===== src/rtl/gbe_rx_parser.sv =====
// gbe_rx_parser: parses received Ethernet/IPv4/UDP frames, streams matching UDP payload to the app and other frames to the CPU buffer
module gbe_rx_parser (
  input  logic        mac_clk,
  input  logic        mac_rst,
  input  logic [7:0]  mac_rx_data,
  input  logic        mac_rx_dvld,
  input  logic        mac_rx_goodframe,
  input  logic        mac_rx_badframe,
  input  logic        local_enable,
  input  logic [47:0] local_mac,
  input  logic [31:0] local_ip,
  input  logic [15:0] local_port,
  output logic [7:0]  app_data,
  output logic        app_dvld,
  output logic        app_eof,
  output logic        app_err,
  output logic [31:0] app_srcip,
  output logic [15:0] app_srcport,
  output logic [10:0] cpu_rx_buffer_addr,
  output logic [7:0]  cpu_rx_buffer_wr_data,
  output logic        cpu_rx_buffer_we,
  output logic [10:0] cpu_rx_size,
  output logic        cpu_rx_ready,
  input  logic        cpu_rx_ack
);
  typedef enum logic [1:0] {RX_SKIP, RX_IDLE, RX_HDR, RX_APP} rx_state_t;
  rx_state_t state, state_nxt;
  logic [7:0] hdr [0:39];
  logic [10:0] cnt, idx;
  logic [15:0] rem, udp_len;
  logic [47:0] dmac;
  logic [7:0] hold;
  logic ovf, cpu_wr, app_hit, hold_v;
  logic start, fin, last_hdr, counted, mac_match, app_match, publish;
  assign start = state == RX_IDLE && mac_rx_dvld;
  assign idx = start ? 11'd0 : cnt;
  assign fin = mac_rx_goodframe || mac_rx_badframe;
  assign last_hdr = state == RX_HDR && mac_rx_dvld && idx == 11'd41;
  assign counted = state == RX_APP && mac_rx_dvld;
  assign udp_len = {hdr[38], hdr[39]};
  assign dmac = {hdr[0], hdr[1], hdr[2], hdr[3], hdr[4], hdr[5]};
  assign mac_match = dmac == local_mac || dmac == 48'hffff_ffff_ffff;
  assign app_match = mac_match && local_enable && {hdr[12], hdr[13]} == 16'h0800 && hdr[14] == 8'h45
    && hdr[23] == 8'h11 && hdr[20][5:0] == 6'd0 && hdr[21] == 8'd0
    && {hdr[30], hdr[31], hdr[32], hdr[33]} == local_ip && {hdr[36], hdr[37]} == local_port;
  assign publish = mac_rx_goodframe && cpu_wr && mac_match && !app_hit && !ovf && cnt >= 11'd14;
  // next state: end pulses always resync to idle; header decision taken on byte 41
  always_comb begin
    state_nxt = state;
    if (fin) state_nxt = RX_IDLE;
    else if (state == RX_SKIP) state_nxt = mac_rx_dvld ? RX_SKIP : RX_IDLE;
    else if (state == RX_IDLE) state_nxt = mac_rx_dvld ? RX_HDR : RX_IDLE;
    else if (last_hdr) state_nxt = app_match && udp_len > 16'd8 ? RX_APP : RX_SKIP;
    else if (counted && rem == 16'd1) state_nxt = RX_SKIP;
  end
  // state register
  always_ff @(posedge mac_clk) state <= mac_rst ? RX_SKIP : state_nxt;
  // header capture by byte index; later bytes never overwrite the fields
  always_ff @(posedge mac_clk) if (mac_rx_dvld && idx < 11'd40) hdr[idx[5:0]] <= mac_rx_data;
  // frame bookkeeping, CPU buffer writes and publish, app hold stage
  always_ff @(posedge mac_clk) begin
    if (mac_rst) begin
      cnt <= '0;
      ovf <= 1'b0;
      cpu_wr <= 1'b0;
      app_hit <= 1'b0;
      hold_v <= 1'b0;
      hold <= '0;
      rem <= '0;
      app_data <= '0;
      app_dvld <= 1'b0;
      app_eof <= 1'b0;
      app_err <= 1'b0;
      app_srcip <= '0;
      app_srcport <= '0;
      cpu_rx_buffer_addr <= '0;
      cpu_rx_buffer_wr_data <= '0;
      cpu_rx_buffer_we <= 1'b0;
      cpu_rx_size <= '0;
      cpu_rx_ready <= 1'b0;
    end else begin
      app_dvld <= 1'b0;
      app_eof <= 1'b0;
      app_err <= 1'b0;
      cpu_rx_buffer_we <= mac_rx_dvld && (start ? !cpu_rx_ready : cpu_wr);
      cpu_rx_buffer_addr <= idx;
      cpu_rx_buffer_wr_data <= mac_rx_data;
      if (mac_rx_dvld) begin
        cnt <= idx == 11'h7ff ? idx : idx + 11'd1;
        ovf <= (ovf && !start) || idx == 11'h7ff;
      end
      if (start) cpu_wr <= !cpu_rx_ready;
      else if (fin) cpu_wr <= 1'b0;
      if (start) app_hit <= 1'b0;
      else if (last_hdr) app_hit <= app_match;
      if (last_hdr && app_match) begin
        app_srcip <= {hdr[26], hdr[27], hdr[28], hdr[29]};
        app_srcport <= {hdr[34], hdr[35]};
      end
      if (last_hdr) rem <= udp_len - 16'd8;
      else if (counted) rem <= rem - 16'd1;
      if (counted) begin
        hold <= mac_rx_data;
        hold_v <= 1'b1;
        app_dvld <= hold_v;
        app_data <= hold;
      end else if (fin && hold_v) begin
        hold_v <= 1'b0;
        app_dvld <= 1'b1;
        app_data <= hold;
        app_eof <= 1'b1;
        app_err <= mac_rx_badframe || rem != 16'd0;
      end else if (start) hold_v <= 1'b0;
      if (cpu_rx_ready && cpu_rx_ack) cpu_rx_ready <= 1'b0;
      else if (publish) begin
        cpu_rx_ready <= 1'b1;
        cpu_rx_size <= cnt;
      end
    end
  end
endmodule

===== config.mk =====
export PLATFORM = sky130hd
export DESIGN_NAME = gbe_rx_parser
export DESIGN_NICKNAME = d
export VERILOG_FILES = /design/src/rtl/gbe_rx_parser.sv
export SDC_FILE = /design/constraint.sdc
export NUM_CORES = 1
export LEC_CHECK = 0
export ABC_CLOCK_PERIOD_IN_PS = 3100
export BUFFER_PORTS_ARGS = -buffer_cell sky130_fd_sc_hd__buf_4
export CORE_MARGIN = 2
export CORE_UTILIZATION = 29
export CTS_BUF_LIST = sky130_fd_sc_hd__clkbuf_4
export DETAILED_ROUTE_END_ITERATION = 7
export GPL_TIMING_DRIVEN = 0
export PLACE_DENSITY = 0.59
export SYNTH_ARGS = -nofsm -noshare
export SYNTH_HDL_FRONTEND = slang
export SYNTH_SLANG_ARGS = --single-unit

===== constraint.sdc =====
create_clock -name mac_clk -period 3.1 [get_ports mac_clk]
set_clock_uncertainty 0.1 [all_clocks]
set_input_delay 0.155 -clock mac_clk [delete_from_list [all_inputs] [get_ports mac_clk]]
set_output_delay 0.155 -clock mac_clk [all_outputs]
set_load 0.05 [all_outputs]

==> results of run 1 <==
[registers in the layout, indices dropped and copies added (netlist names), 2 cells and up]
name / cells
app_srcport: 16
state: 2
hdr: 206
cnt: 11
cpu_rx_size: 11
app_data: 8
cpu_rx_buffer_addr: 11
rem: 16
app_srcip: 32
cpu_rx_buffer_wr_data: 8
hold: 8
[worst paths after layout]
path	start	to	slack, ps
setup / recovery	state[1]$_SDFFE_PP0P_	app_srcip[7]$_SDFFE_PP0P_	110
hold / removal	mac_rx_goodframe	state[1]$_SDFFE_PP0P_	110
setup reg to reg	state[1]$_SDFFE_PP0P_	app_srcip[7]$_SDFFE_PP0P_	110
hold reg to reg	app_srcip[7]$_SDFFE_PP0P_	app_srcip[7]$_SDFFE_PP0P_	370
[synth_stat cells, types with 8 or more instances]
master and instances:
sky130_fd_sc_hd__o21ai_0 10, sky130_fd_sc_hd__inv_1 11, sky130_fd_sc_hd__nand2_1 38, sky130_fd_sc_hd__a22o_1 11, sky130_fd_sc_hd__nor4b_1 8, sky130_fd_sc_hd__mux2i_1 8, sky130_fd_sc_hd__nor4_1 28, sky130_fd_sc_hd__buf_2 9
sky130_fd_sc_hd__o22a_1 8, sky130_fd_sc_hd__xnor2_1 58, sky130_fd_sc_hd__clkbuf_1 48, sky130_fd_sc_hd__nor3_1 25, sky130_fd_sc_hd__edfxtp_1 206, sky130_fd_sc_hd__nand4_1 85, sky130_fd_sc_hd__a211oi_1 8, sky130_fd_sc_hd__nor2b_1 8
sky130_fd_sc_hd__o31ai_2 21, sky130_fd_sc_hd__xor2_1 59, sky130_fd_sc_hd__a21oi_1 67, sky130_fd_sc_hd__nand3_1 12, sky130_fd_sc_hd__o31ai_1 31, sky130_fd_sc_hd__a31oi_1 8, sky130_fd_sc_hd__dfxtp_1 132, sky130_fd_sc_hd__nor2_1 66
sky130_fd_sc_hd__and2_1 11
[report_power, final]
group	switching [mW]	total, mW	internal [mW]	leakage [nW]
combinational	0.295	0.491	0.197	2.52
clock	1.80	3.89	2.09	0.671
sequential	0.0214	4.82	4.79	2.92
total	2.12	9.20	7.08	6.12
[layout make-up]
cell class	count	area (µm²)	share of cell area (%)
flip-flops and latches	338	8830	50.6
well taps	600	751	4.30
repair buffers	232	1860	10.7
plain buffers	62	318	1.82
multi-input cells	631	4510	25.8
clock inverters	26	168	0.960
diodes	1	2.50	0.0143
inverters	11	43.8	0.251
clock buffers	130	976	5.59
[cell usage in the layout (no fill, tap or decap), types with 8 or more instances in the layout]
| master | netlist | layout |
|---|---|---|
| sky130_fd_sc_hd__a211oi_1 | 8 | 8 |
| sky130_fd_sc_hd__a21oi_1 | 67 | 66 |
| sky130_fd_sc_hd__a22o_1 | 11 | 11 |
| sky130_fd_sc_hd__a31oi_1 | 8 | 8 |
| sky130_fd_sc_hd__and2_1 | 11 | 11 |
| sky130_fd_sc_hd__buf_2 | 9 | 8 |
| sky130_fd_sc_hd__buf_4 | 1 | 210 |
| sky130_fd_sc_hd__buf_6 | 4 | 8 |
| sky130_fd_sc_hd__clkbuf_1 | 48 | 39 |
| sky130_fd_sc_hd__clkbuf_4 | 0 | 130 |
| sky130_fd_sc_hd__clkinv_1 | 0 | 16 |
| sky130_fd_sc_hd__dfxtp_1 | 132 | 131 |
| sky130_fd_sc_hd__dlygate4sd3_1 | 0 | 15 |
| sky130_fd_sc_hd__edfxtp_1 | 206 | 206 |
| sky130_fd_sc_hd__inv_1 | 11 | 10 |
| sky130_fd_sc_hd__mux2i_1 | 8 | 8 |
| sky130_fd_sc_hd__nand2_1 | 38 | 37 |
| sky130_fd_sc_hd__nand3_1 | 12 | 12 |
| sky130_fd_sc_hd__nand4_1 | 85 | 85 |
| sky130_fd_sc_hd__nor2_1 | 66 | 58 |
| sky130_fd_sc_hd__nor2b_1 | 8 | 8 |
| sky130_fd_sc_hd__nor3_1 | 25 | 20 |
| sky130_fd_sc_hd__nor4_1 | 28 | 22 |
| sky130_fd_sc_hd__o21ai_0 | 10 | 10 |
| sky130_fd_sc_hd__o22a_1 | 8 | 8 |
| sky130_fd_sc_hd__o31ai_1 | 31 | 31 |
| sky130_fd_sc_hd__o31ai_2 | 21 | 18 |
| sky130_fd_sc_hd__xnor2_1 | 58 | 58 |
| sky130_fd_sc_hd__xor2_1 | 59 | 59 |
[through the flow]
| stage | worst slack [ps] | hold slack [ps] | instance area (µm²) |
|---|---|---|---|
| after CTS | -54.4 | 18.4 | 17200 |
| after detailed placement | -567 | 267 | 15700 |
| after floorplan | 134 | 131 | 13400 |
| after global routing | -25.1 | 58.0 | 17500 |
| final | 109 | 114 | 17500 |
| after global placement | -799 | 265 | 15700 |
[cells by family after synthesis]
kind of cell,after synthesis,share of synthesized area (%)
xor+xnor,117,7.63
fa+ha+maj,5,0.466
mux,8,0.597
flops,338,65.8
buf+inv,76,2.46
simple gates,321,13.4
compound gates,180,9.63
[worst reg2reg max path, stage by stage, from the launching register on]
cell,delay [ps]
sky130_fd_sc_hd__dfxtp_1,320
sky130_fd_sc_hd__buf_6,130
sky130_fd_sc_hd__nand3b_1,190
sky130_fd_sc_hd__buf_6,150
sky130_fd_sc_hd__nand2_8,90
sky130_fd_sc_hd__inv_4,100
sky130_fd_sc_hd__ha_1,150
sky130_fd_sc_hd__and4b_1,230
sky130_fd_sc_hd__nand4bb_1,120
sky130_fd_sc_hd__buf_6,150
sky130_fd_sc_hd__nor3_2,160
sky130_fd_sc_hd__nand4_1,130
sky130_fd_sc_hd__buf_6,190
sky130_fd_sc_hd__buf_6,150
sky130_fd_sc_hd__buf_8,160
sky130_fd_sc_hd__o31ai_2,210
sky130_fd_sc_hd__a21oi_1,80
[metal layers]
layer  vias to the layer above  GRT usage, %  share of wire (%)  routed length [µm]
li1                       4679             -                  -                   -
met1                      4896          22.1                 45               18100
met2                       341          26.8                 48               19000
met3                        61          3.22                5.4                2150
met4                         0          5.54                1.9                 768
met5                         -             0                  0                   0
[what timing repair did]
action / 4_1_cts / 5_1_grt
hold endpoints to repair: 243 / 0
hold buffers: 15 / 0
buffers inserted: 7 / 7
pin swaps: 4 / 3
setup endpoints to repair: 181 / 133
resized for setup: 32 / 32
==> reports/summary.json, run 1 <==
{
  "first_global_vias": {"value": 9912},
  "cellLeakagePower": {"value": 6.12, "unit": "nW"},
  "vdd_drop_max": {"value": 0.000259, "unit": "V"},
  "worst-path-buf-inv": {"value": 7},
  "synth.largest_area_cell": {"value": "sky130_fd_sc_hd__edfxtp_1"},
  "finalHoldViolations": {"value": 0},
  "post_detailed_route_wirelength_per_cell": {"value": 19.7, "unit": "µm"},
  "design.portCount": {"value": 202},
  "globalRouteOverflowTotal": {"value": 0},
  "cpPeakStageDelay": {"value": 320, "unit": "ps"},
  "final_net_count": {"value": 1478},
  "layout.core_utilization": {"value": 38.3, "unit": "%"},
  "die_h": {"value": 219, "unit": "µm"},
  "synth.lib_cells_used.distinct": {"value": 59},
  "placed_cells": {"value": 1848},
  "final.setup.tns": {"value": 0, "unit": "ps"},
  "hpwl": {"value": 26600, "unit": "µm"},
  "detailedRoute.firstPassIterationCount": {"value": 5},
  "end_kind": {"value": "register"},
  "ys_ff_latch": {"value": 338},
  "clock_latency": {"value": 740, "unit": "ps"},
  "gr-usage-all-layers": {"value": 16.5, "unit": "%"},
  "syn_inst": {"value": 1045},
  "num-fill-cells": {"value": 4379},
  "initial_antenna_violation_count": {"value": 2},
  "crit_cells": {"value": 16},
  "timing.max_slew.rel_slack": {"value": 43.5, "unit": "%"},
  "required": {"value": 3540, "unit": "ps"},
  "clock_tree_from_tritoncts": {"value": "done"},
  "route.final.wire_length": {"value": 40000, "unit": "µm"},
  "slowest_stage": {"value": "sky130_fd_sc_hd__dfxtp_1"},
  "row_count": {"value": 78},
  "power": {"value": 9.20, "unit": "mW"},
  "vias_per_cell": {"value": 4.91},
  "initial_utilization": {"value": 29.5, "unit": "%"},
  "critical_path.most_common_cell": {"value": "sky130_fd_sc_hd__buf_6"},
  "setup_viol": {"value": 0},
  "clock.fmax": {"value": 334, "unit": "MHz"},
  "hold_path_depth": {"value": 3},
  "remaining_drc_errors": {"value": 0},
  "postSynth.topFlopCell": {"value": "sky130_fd_sc_hd__edfxtp_1"},
  "synth_largest_type_area_fraction": {"value": 46.1, "unit": "%"},
  "gpl.final_weighted_congestion": {"value": 0.815},
  "status": {"value": "finished clean"},
  "postSynth.asyncResetShare": {"value": 0, "unit": "%"},
  "timing.critical_path.arrival": {"value": 3430, "unit": "ps"},
  "post-route-min-period": {"value": 2990, "unit": "ps"},
  "cts_buffers": {"value": 86},
  "detailroute.via_count": {"value": 9977},
  "synth.avg_cell_area": {"value": 12.8, "unit": "µm²"},
  "cp_top_family": {"value": "buffers and inverters"},
  "syn_to_final_growth": {"value": 30.1, "unit": "%"},
  "maxCapViolations": {"value": 0},
  "critical_path.max_fanout": {"value": 10},
  "min_path_type": {"value": "in -> reg"},
  "portBuffers": {"value": 200},
  "finalCritPeriodShare": {"value": 96.5, "unit": "%"},
  "die_x": {"value": 219, "unit": "µm"},
  "r2r.worst_path.cells": {"value": 16},
  "syn-num-nets": {"value": 1161},
  "cts_max_level": {"value": 3},
  "synth-warning-count": {"value": 0},
  "mappedNetlistArea": {"value": 13400, "unit": "µm²"},
  "clock_tree.buffer_depth": {"value": 3},
  "timing_worst_setup_path_type": {"value": "reg -> reg"},
  "coreArea": {"value": 45600, "unit": "µm²"},
  "timing.final.max_slew_violations": {"value": 0},
  "netlist_top_cells_area": {"value": "sky130_fd_sc_hd__edfxtp_1 46%, sky130_fd_sc_hd__dfxtp_1 20%, sky130_fd_sc_hd__nand4_1 4.0%"},
  "grt_first_pass_wirelength": {"value": 59200, "unit": "µm"},
  "tritoncts_sinks": {"value": 338},
  "worst_setup_hold_path_clk_slew": {"value": 60, "unit": "ps"},
  "synth_sequential_area_ratio": {"value": 65.8, "unit": "%"},
  "cell_by_cell_trace_of_the_critical_path": {"value": "buf_6 -> nand3b_1 -> buf_6 -> nand2_8 -> inv_4 -> ha_1 -> and4b_1 -> nand4bb_1 -> buf_6 -> nor3_2 -> nand4_1 -> buf_6 -> buf_6 -> buf_8 -> o31ai_2 -> a21oi_1"},
  "fp.dieArea": {"value": 48000, "unit": "µm²"},
  "startpoint_type": {"value": "register"},
  "final_layout_size_suffix_gt1_share": {"value": 30.6, "unit": "%"},
  "power_density": {"value": 527, "unit": "nW/µm²"},
  "worst-slew-pin-transition": {"value": 841, "unit": "ps"},
  "cts_root_buffer": {"value": "sky130_fd_sc_hd__clkbuf_4"},
  "ant_nets": {"value": 0},
  "synth_enable_flop_cells": {"value": 206},
  "instances_no_fill": {"value": 2031},
  "drt_first_iter_violations": {"value": 824},
  "maximum_number_of_pins_on_one_net_before_global_route_repair": {"value": 28}
}
Note: power is estimated with default switching activity, not from simulation.
==> run 2: changes to the inputs <==
--- a/config.mk
+++ b/config.mk
@@ -5,6 +5,7 @@
 export SDC_FILE = /design/constraint.sdc
 export NUM_CORES = 1
 export LEC_CHECK = 0
+export ABC_AREA = 1
 export ABC_CLOCK_PERIOD_IN_PS = 3100
 export BUFFER_PORTS_ARGS = -buffer_cell sky130_fd_sc_hd__buf_4
 export CORE_MARGIN = 2
@@ -16,3 +17,4 @@
 export SYNTH_ARGS = -nofsm -noshare
 export SYNTH_HDL_FRONTEND = slang
 export SYNTH_SLANG_ARGS = --single-unit
+export TNS_END_PERCENT = 10
==> reports/summary.json, run 2 <==
{
  "syn-num-nets": {"value": 1459},
  "final.setup.tns": {"value": 0, "unit": "ps"},
  "gpl.final_weighted_congestion": {"value": 0.875},
  "worst-path-buf-inv": {"value": 4},
  "drt_first_iter_violations": {"value": 701},
  "dpl_worst_slack": {"value": -252, "unit": "ps"},
  "maxCapViolations": {"value": 0},
  "timing.max_slew.rel_slack": {"value": 40.9, "unit": "%"},
  "timing_worst_setup_path_type": {"value": "reg -> reg"},
  "mappedNetlistArea": {"value": 13700, "unit": "µm²"},
  "min-delay-start": {"value": "mac_rx_badframe"},
  "cell_by_cell_trace_of_the_critical_path": {"value": "inv_2 -> nand3_2 -> buf_6 -> inv_2 -> nor2_4 -> inv_1 -> a21oi_1 -> nor2_1 -> nand3_1 -> nor2_1"},
  "globalRouteOverflowTotal": {"value": 0},
  "hpwl": {"value": 26200, "unit": "µm"},
  "route.final.wire_length": {"value": 38500, "unit": "µm"},
  "synth.avg_cell_area": {"value": 10.2, "unit": "µm²"},
  "cellLeakagePower": {"value": 7.05, "unit": "nW"},
  "finalCritPeriodShare": {"value": 98.3, "unit": "%"},
  "slowest_stage": {"value": "sky130_fd_sc_hd__nor2_1"},
  "rrSetupSlack": {"value": 50, "unit": "ps"},
  "layout_setup_ws": {"value": 52.9, "unit": "ps"},
  "row_count": {"value": 79},
  "cp_top_family": {"value": "simple AND/OR/NAND/NOR gates"},
  "layout.core_utilization": {"value": 38.2, "unit": "%"},
  "syn_inst": {"value": 1343},
  "first_global_vias": {"value": 10600},
  "netlist_top_cells_area": {"value": "sky130_fd_sc_hd__edfxtp_1 45%, sky130_fd_sc_hd__dfxtp_1 19%, sky130_fd_sc_hd__nor2_1 7.1%"},
  "setup_viol": {"value": 0},
  "final_net_count": {"value": 1804},
  "initial_utilization": {"value": 29.4, "unit": "%"},
  "die_h": {"value": 221, "unit": "µm"},
  "hold_path_depth": {"value": 4},
  "cts_buffers": {"value": 92},
  "gr-usage-all-layers": {"value": 15.7, "unit": "%"},
  "r2r.worst_path.cells": {"value": 10},
  "end_kind": {"value": "register"},
  "synth-warning-count": {"value": 0},
  "ant_nets": {"value": 0},
  "coreArea": {"value": 46600, "unit": "µm²"},
  "critical_path.max_fanout": {"value": 10},
  "min_path_type": {"value": "in -> reg"},
  "cts_max_level": {"value": 3},
  "synth_enable_flop_cells": {"value": 206},
  "status": {"value": "finished clean"},
  "yosys.cell_count.top_type": {"value": "sky130_fd_sc_hd__nor2_1"},
  "syn_to_final_growth": {"value": 29.8, "unit": "%"},
  "placed_cells": {"value": 2150},
  "timing.critical_path.arrival": {"value": 3330, "unit": "ps"},
  "instances_no_fill": {"value": 2375},
  "detailedRoute.firstPassIterationCount": {"value": 5},
  "startpoint_type": {"value": "register"},
  "final_common_cell": {"value": "sky130_fd_sc_hd__nor2_1"},
  "ys_ff_latch": {"value": 338},
  "power": {"value": 9.40, "unit": "mW"},
  "tritoncts_sinks": {"value": 338},
  "synth.largest_area_cell": {"value": "sky130_fd_sc_hd__edfxtp_1"},
  "grt_first_pass_wirelength": {"value": 58500, "unit": "µm"},
  "synth_largest_type_area_fraction": {"value": 45.1, "unit": "%"},
  "initial_antenna_violation_count": {"value": 2},
  "synth.top_cells.by_count": {"value": "259 x sky130_fd_sc_hd__nor2_1, 227 x sky130_fd_sc_hd__nand2_1, 206 x sky130_fd_sc_hd__edfxtp_1, 132 x sky130_fd_sc_hd__dfxtp_1, 129 x sky130_fd_sc_hd__inv_1"},
  "postSynth.asyncResetShare": {"value": 0, "unit": "%"},
  "worst-slew-pin-transition": {"value": 886, "unit": "ps"},
  "required": {"value": 3380, "unit": "ps"},
  "fp.dieArea": {"value": 49000, "unit": "µm²"},
  "worst_setup_hold_path_clk_slew": {"value": 60, "unit": "ps"},
  "portBuffers": {"value": 200},
  "remaining_drc_errors": {"value": 0},
  "power_density": {"value": 528, "unit": "nW/µm²"},
  "post_detailed_route_wirelength_per_cell": {"value": 16.2, "unit": "µm"},
  "finalHoldViolations": {"value": 0},
  "clock.fmax": {"value": 328, "unit": "MHz"},
  "final_layout_size_suffix_gt1_share": {"value": 22.9, "unit": "%"},
  "synth.lib_cells_used.distinct": {"value": 45},
  "post-cts-setup-buffers": {"value": 0},
  "layout_common_cells": {"value": "248 x sky130_fd_sc_hd__nor2_1, 226 x sky130_fd_sc_hd__nand2_1, 206 x sky130_fd_sc_hd__edfxtp_1, 203 x sky130_fd_sc_hd__buf_4, 140 x sky130_fd_sc_hd__clkbuf_4"},
  "timing.final.max_slew_violations": {"value": 0},
  "detailroute.via_count": {"value": 10600},
  "whs_endpoint": {"value": "app_err$_SDFF_PP0_"},
  "design.portCount": {"value": 202},
  "r2r-start": {"value": "state[1]$_SDFFE_PP0P_"},
  "die_x": {"value": 221, "unit": "µm"},
  "synth_sequential_area_ratio": {"value": 64.4, "unit": "%"},
  "clock_tree.buffer_depth": {"value": 3},
  "cts_root_buffer": {"value": "sky130_fd_sc_hd__clkbuf_4"},
  "vdd_drop_max": {"value": 0.000275, "unit": "V"},
  "largest_register_ffs": {"value": 206},
  "post-route-min-period": {"value": 3050, "unit": "ps"},
  "vias_per_cell": {"value": 4.45},
  "rsz0062_at_grt": {"value": "true"},
  "timing.rr.end": {"value": "hdr[37][2]$_DFFE_PP_"},
  "cpPeakStageDelay": {"value": 660, "unit": "ps"},
  "clock_latency": {"value": 780, "unit": "ps"},
  "postSynth.topFlopCell": {"value": "sky130_fd_sc_hd__edfxtp_1"},
  "clock_tree_from_tritoncts": {"value": "done"},
  "maximum_number_of_pins_on_one_net_before_global_route_repair": {"value": 28}
}
-- run 2: cell families after synthesis --
group | share of synthesized area [%]
AOI/OAI and AO/OA | 5.40
xor gates and xnor gates | 6.01
adders and majority gates | 0.457
buffers and inverters | 5.19
DFF | 64.4
and+or+nand+nor | 18.5
-- run 2: repair_timing --
| item | CTS | global route |
|---|---|---|
| endpoints found under the setup margin | 41 | 174 |
| resized for setup | 6 | 17 |
| endpoints found under the hold margin | 267 | 0 |
| hold buffers | 51 | 0 |
-- run 2: layer usage --
layer | wire length, µm | global-route usage (%)
met1 | 17200 | 19.6
met2 | 18500 | 25.8
met3 | 2010 | 3.80
met4 | 804 | 6.62
met5 | 0 | 0
-- run 2: worst max-delay path by stage --
stage | slack [ps] | start | depth (start not counted) | end
2_1_floorplan | 640 | state[1]$_SDFFE_PP0P_ | 14 | cnt[3]$_SDFFE_PP0P_
3_3_place_gp | -420 | state[1]$_SDFFE_PP0P_ | 10 | hdr[34][7]$_DFFE_PP_
3_5_place_dp | -250 | state[1]$_SDFFE_PP0P_ | 10 | hdr[28][2]$_DFFE_PP_
4_1_cts | -1 | state[1]$_SDFFE_PP0P_ | 10 | hdr[3][2]$_DFFE_PP_
5_1_grt | -180 | state[1]$_SDFFE_PP0P_ | 16 | cnt[2]$_SDFFE_PP0P_
6_report | 50 | state[1]$_SDFFE_PP0P_ | 10 | hdr[37][2]$_DFFE_PP_
-- run 2: stage by stage --
step / hold slack, ps / instance area, µm²
finish: 199 / 17800
floorplan: 154 / 13700
global placement: 357 / 16000
CTS: 82.9 / 17700
global route: 162 / 17800
detailed placement: 357 / 16000
-- run 2: final cells by class --
class / count / area [µm²]
inverter: 137 / 517
clock inverter: 31 / 159
clock buffer: 140 / 1050
tap: 607 / 759
buffer: 32 / 195
fill: 4581 / 28800
timing repair buffer: 251 / 2010
multi-input combinational: 836 / 4260
antenna: 3 / 7.51
sequential: 338 / 8830
-- run 2: power breakdown --
| group | switching [mW] | leakage (nW) | internal [mW] |
|---|---|---|---|
| combinational | 0.328 | 3.41 | 0.239 |
| sequential | 0.0245 | 2.92 | 4.79 |
| clock | 1.86 | 0.718 | 2.15 |
| total | 2.21 | 7.05 | 7.18 |
-- run 2: tightest hold or removal path, cell delays in order --
cell and delay [ps]:
sky130_fd_sc_hd__dlygate4sd3_1 540, sky130_fd_sc_hd__buf_4 130, sky130_fd_sc_hd__nor3_1 50, sky130_fd_sc_hd__a21oi_1 140
==> run 3: changes to the inputs <==
--- a/config.mk
+++ b/config.mk
@@ -8,9 +8,10 @@
 export ABC_AREA = 1
 export ABC_CLOCK_PERIOD_IN_PS = 3100
 export BUFFER_PORTS_ARGS = -buffer_cell sky130_fd_sc_hd__buf_4
+export CAP_MARGIN = 20
 export CORE_MARGIN = 2
 export CORE_UTILIZATION = 29
-export CTS_BUF_LIST = sky130_fd_sc_hd__clkbuf_4
+export CTS_BUF_LIST = sky130_fd_sc_hd__clkbuf_4 sky130_fd_sc_hd__clkbuf_8
 export DETAILED_ROUTE_END_ITERATION = 7
 export GPL_TIMING_DRIVEN = 0
 export PLACE_DENSITY = 0.59
==> reports/summary.json, run 3 (same netlist as run 2, synthesis figures left out) <==
{
  "status": {"value": "finished clean"},
  "clock_tree.buffer_depth": {"value": 3},
  "startpoint_type": {"value": "register"},
  "globalRouteOverflowTotal": {"value": 0},
  "dpl_worst_slack": {"value": -86.2, "unit": "ps"},
  "gpl.final_weighted_congestion": {"value": 0.875},
  "portBuffers": {"value": 200},
  "clock.fmax": {"value": 336, "unit": "MHz"},
  "initial_antenna_violation_count": {"value": 0},
  "syn_to_final_growth": {"value": 27.0, "unit": "%"},
  "r2r-start": {"value": "state[1]$_SDFFE_PP0P_"},
  "required": {"value": 3240, "unit": "ps"},
  "vias_per_cell": {"value": 4.47},
  "slowest_stage": {"value": "sky130_fd_sc_hd__nor2_1"},
  "end_kind": {"value": "register"},
  "rrSetupSlack": {"value": 130, "unit": "ps"},
  "antenna-diode-count": {"value": 0},
  "post-route-min-period": {"value": 2970, "unit": "ps"},
  "r2r.worst_path.cells": {"value": 10},
  "post_detailed_route_wirelength_per_cell": {"value": 16.8, "unit": "µm"},
  "timing.final.max_slew_violations": {"value": 0},
  "final.setup.tns": {"value": 0, "unit": "ps"},
  "row_count": {"value": 79},
  "whs_endpoint": {"value": "state[1]$_SDFFE_PP0P_"},
  "cts_max_level": {"value": 2},
  "worst_setup_hold_path_clk_slew": {"value": 60, "unit": "ps"},
  "coreArea": {"value": 46600, "unit": "µm²"},
  "detailroute.via_count": {"value": 10100},
  "design.portCount": {"value": 202},
  "power_density": {"value": 545, "unit": "nW/µm²"},
  "worst_setup_path_startpoint": {"value": "state[1]$_SDFFE_PP0P_"},
  "postLayoutCellArea": {"value": 17400, "unit": "µm²"},
  "cpPeakStageDelay": {"value": 640, "unit": "ps"},
  "first_global_vias": {"value": 10100},
  "detailed_place.area": {"value": 16000, "unit": "µm²"},
  "hold_path_depth": {"value": 10},
  "largest_register_ffs": {"value": 206},
  "drt_first_iter_violations": {"value": 692},
  "timing.rr.end": {"value": "hdr[4][2]$_DFFE_PP_"},
  "detailedRoute.firstPassIterationCount": {"value": 7},
  "hpwl": {"value": 26200, "unit": "µm"},
  "cell_by_cell_trace_of_the_critical_path": {"value": "inv_2 -> nand3_2 -> buf_6 -> inv_2 -> nor2_4 -> inv_1 -> a21oi_1 -> nor2_1 -> nand2_1 -> nor2_1"},
  "maxCapViolations": {"value": 0},
  "setup_viol": {"value": 0},
  "cts_root_buffer": {"value": "sky130_fd_sc_hd__clkbuf_8"},
  "grt_first_pass_wirelength": {"value": 57200, "unit": "µm"},
  "remaining_drc_errors": {"value": 0},
  "final_layout_size_suffix_gt1_share": {"value": 21.2, "unit": "%"},
  "placed_cells": {"value": 2151},
  "die_h": {"value": 221, "unit": "µm"},
  "die_x": {"value": 221, "unit": "µm"},
  "instances_no_fill": {"value": 2270},
  "min-delay-start": {"value": "local_ip[31]"},
  "cts_buffers": {"value": 56},
  "gr-usage-all-layers": {"value": 15.3, "unit": "%"},
  "hold_slack": {"value": 172, "unit": "ps"},
  "initial_utilization": {"value": 29.4, "unit": "%"},
  "finalCritPeriodShare": {"value": 95.9, "unit": "%"},
  "min_path_type": {"value": "in -> reg"},
  "final_common_cell": {"value": "sky130_fd_sc_hd__nor2_1"},
  "worst-slew-pin-transition": {"value": 905, "unit": "ps"},
  "cellLeakagePower": {"value": 6.81, "unit": "nW"},
  "rsz0062_at_grt": {"value": "true"},
  "vdd_drop_max": {"value": 0.000361, "unit": "V"},
  "route.final.wire_length": {"value": 38100, "unit": "µm"},
  "layout_common_cells": {"value": "248 x sky130_fd_sc_hd__nor2_1, 226 x sky130_fd_sc_hd__nand2_1, 206 x sky130_fd_sc_hd__edfxtp_1, 203 x sky130_fd_sc_hd__buf_4, 132 x sky130_fd_sc_hd__dfxtp_1"},
  "critical_path.max_fanout": {"value": 10},
  "layout.core_utilization": {"value": 37.4, "unit": "%"},
  "fp.dieArea": {"value": 49000, "unit": "µm²"},
  "finalHoldViolations": {"value": 0},
  "power": {"value": 9.48, "unit": "mW"},
  "timing.max_slew.rel_slack": {"value": 39.7, "unit": "%"},
  "timing.critical_path.arrival": {"value": 3110, "unit": "ps"},
  "post-cts-setup-buffers": {"value": 0},
  "clock_latency": {"value": 630, "unit": "ps"},
  "final_net_count": {"value": 1731},
  "layout_setup_ws": {"value": 126, "unit": "ps"},
  "clock_tree_from_tritoncts": {"value": "done"},
  "ant_nets": {"value": 0},
  "tritoncts_sinks": {"value": 338},
  "timing_worst_setup_path_type": {"value": "reg -> reg"},
  "maximum_number_of_pins_on_one_net_before_global_route_repair": {"value": 28}
}
-- run 3: changes by cell type in the layout (fill, tap and decap cells not counted), moves of 3 or more --
| cell | previous run | this run |
|---|---|---|
| sky130_fd_sc_hd__clkbuf_4 | 140 | 11 |
| sky130_fd_sc_hd__dlygate4sd3_1 | 51 | 13 |
| sky130_fd_sc_hd__clkinv_1 | 21 | 10 |
| sky130_fd_sc_hd__clkinv_2 | 6 | 12 |
| sky130_fd_sc_hd__inv_2 | 8 | 5 |
| sky130_fd_sc_hd__clkbuf_8 | 0 | 64 |
| sky130_fd_sc_hd__diode_2 | 3 | 0 |
-- run 3: cell type report --
type / instances / area (µm²)
Timing Repair Buffer: 214 / 1640
Sequential cell: 338 / 8830
Clock inverter: 31 / 241
Tap cell: 607 / 759
Buffer: 32 / 198
Inverter: 137 / 517
Clock buffer: 75 / 963
Multi-Input combinational cell: 836 / 4260
Fill cell: 4653 / 29100
-- run 3: power breakdown --
group	switching, mW	total [mW]	internal (mW)
clock network	1.83	4.13	2.29
registers	0.0248	4.82	4.80
logic	0.324	0.534	0.210
total	2.18	9.48	7.30
-- run 3: what timing repair did --
| action | CTS | global route |
|---|---|---|
| hold buffers | 13 | 0 |
| gates cloned | 0 | 0 |
| endpoints found under the hold margin | 235 | 0 |
| resized for setup | 4 | 24 |
| setup endpoints to repair | 27 | 176 |
-- run 3: how the worst max path moves through the flow --
stage	end	slack (ps)	cells past startpoint
finish	hdr[4][2]$_DFFE_PP_	130	10
global route	cnt[4]$_SDFFE_PP0P_	-80	14
CTS	cnt[4]$_SDFFE_PP0P_	10	14
detailed placement	hdr[31][4]$_DFFE_PP_	-90	10
global placement	hdr[34][7]$_DFFE_PP_	-420	10
floorplan	cnt[3]$_SDFFE_PP0P_	640	14
-- run 3: routing by layer --
metal  wire, µm  share of wire, %  GRT usage, %
met1      16900                44          19.6
met2      17700                47          25.5
met3       2250               5.9          3.01
met4       1160               3.0          6.08
met5          0                 0             0
-- run 3: worst max-delay path, delay by kind of cell (launching register included) --
kind                   cells  cell delay (ps)
AND/OR/NAND/NOR            5             1440
buffers and inverters      4              640
flip-flops                 1              350
AO/OA/AOI/OAI              1               50
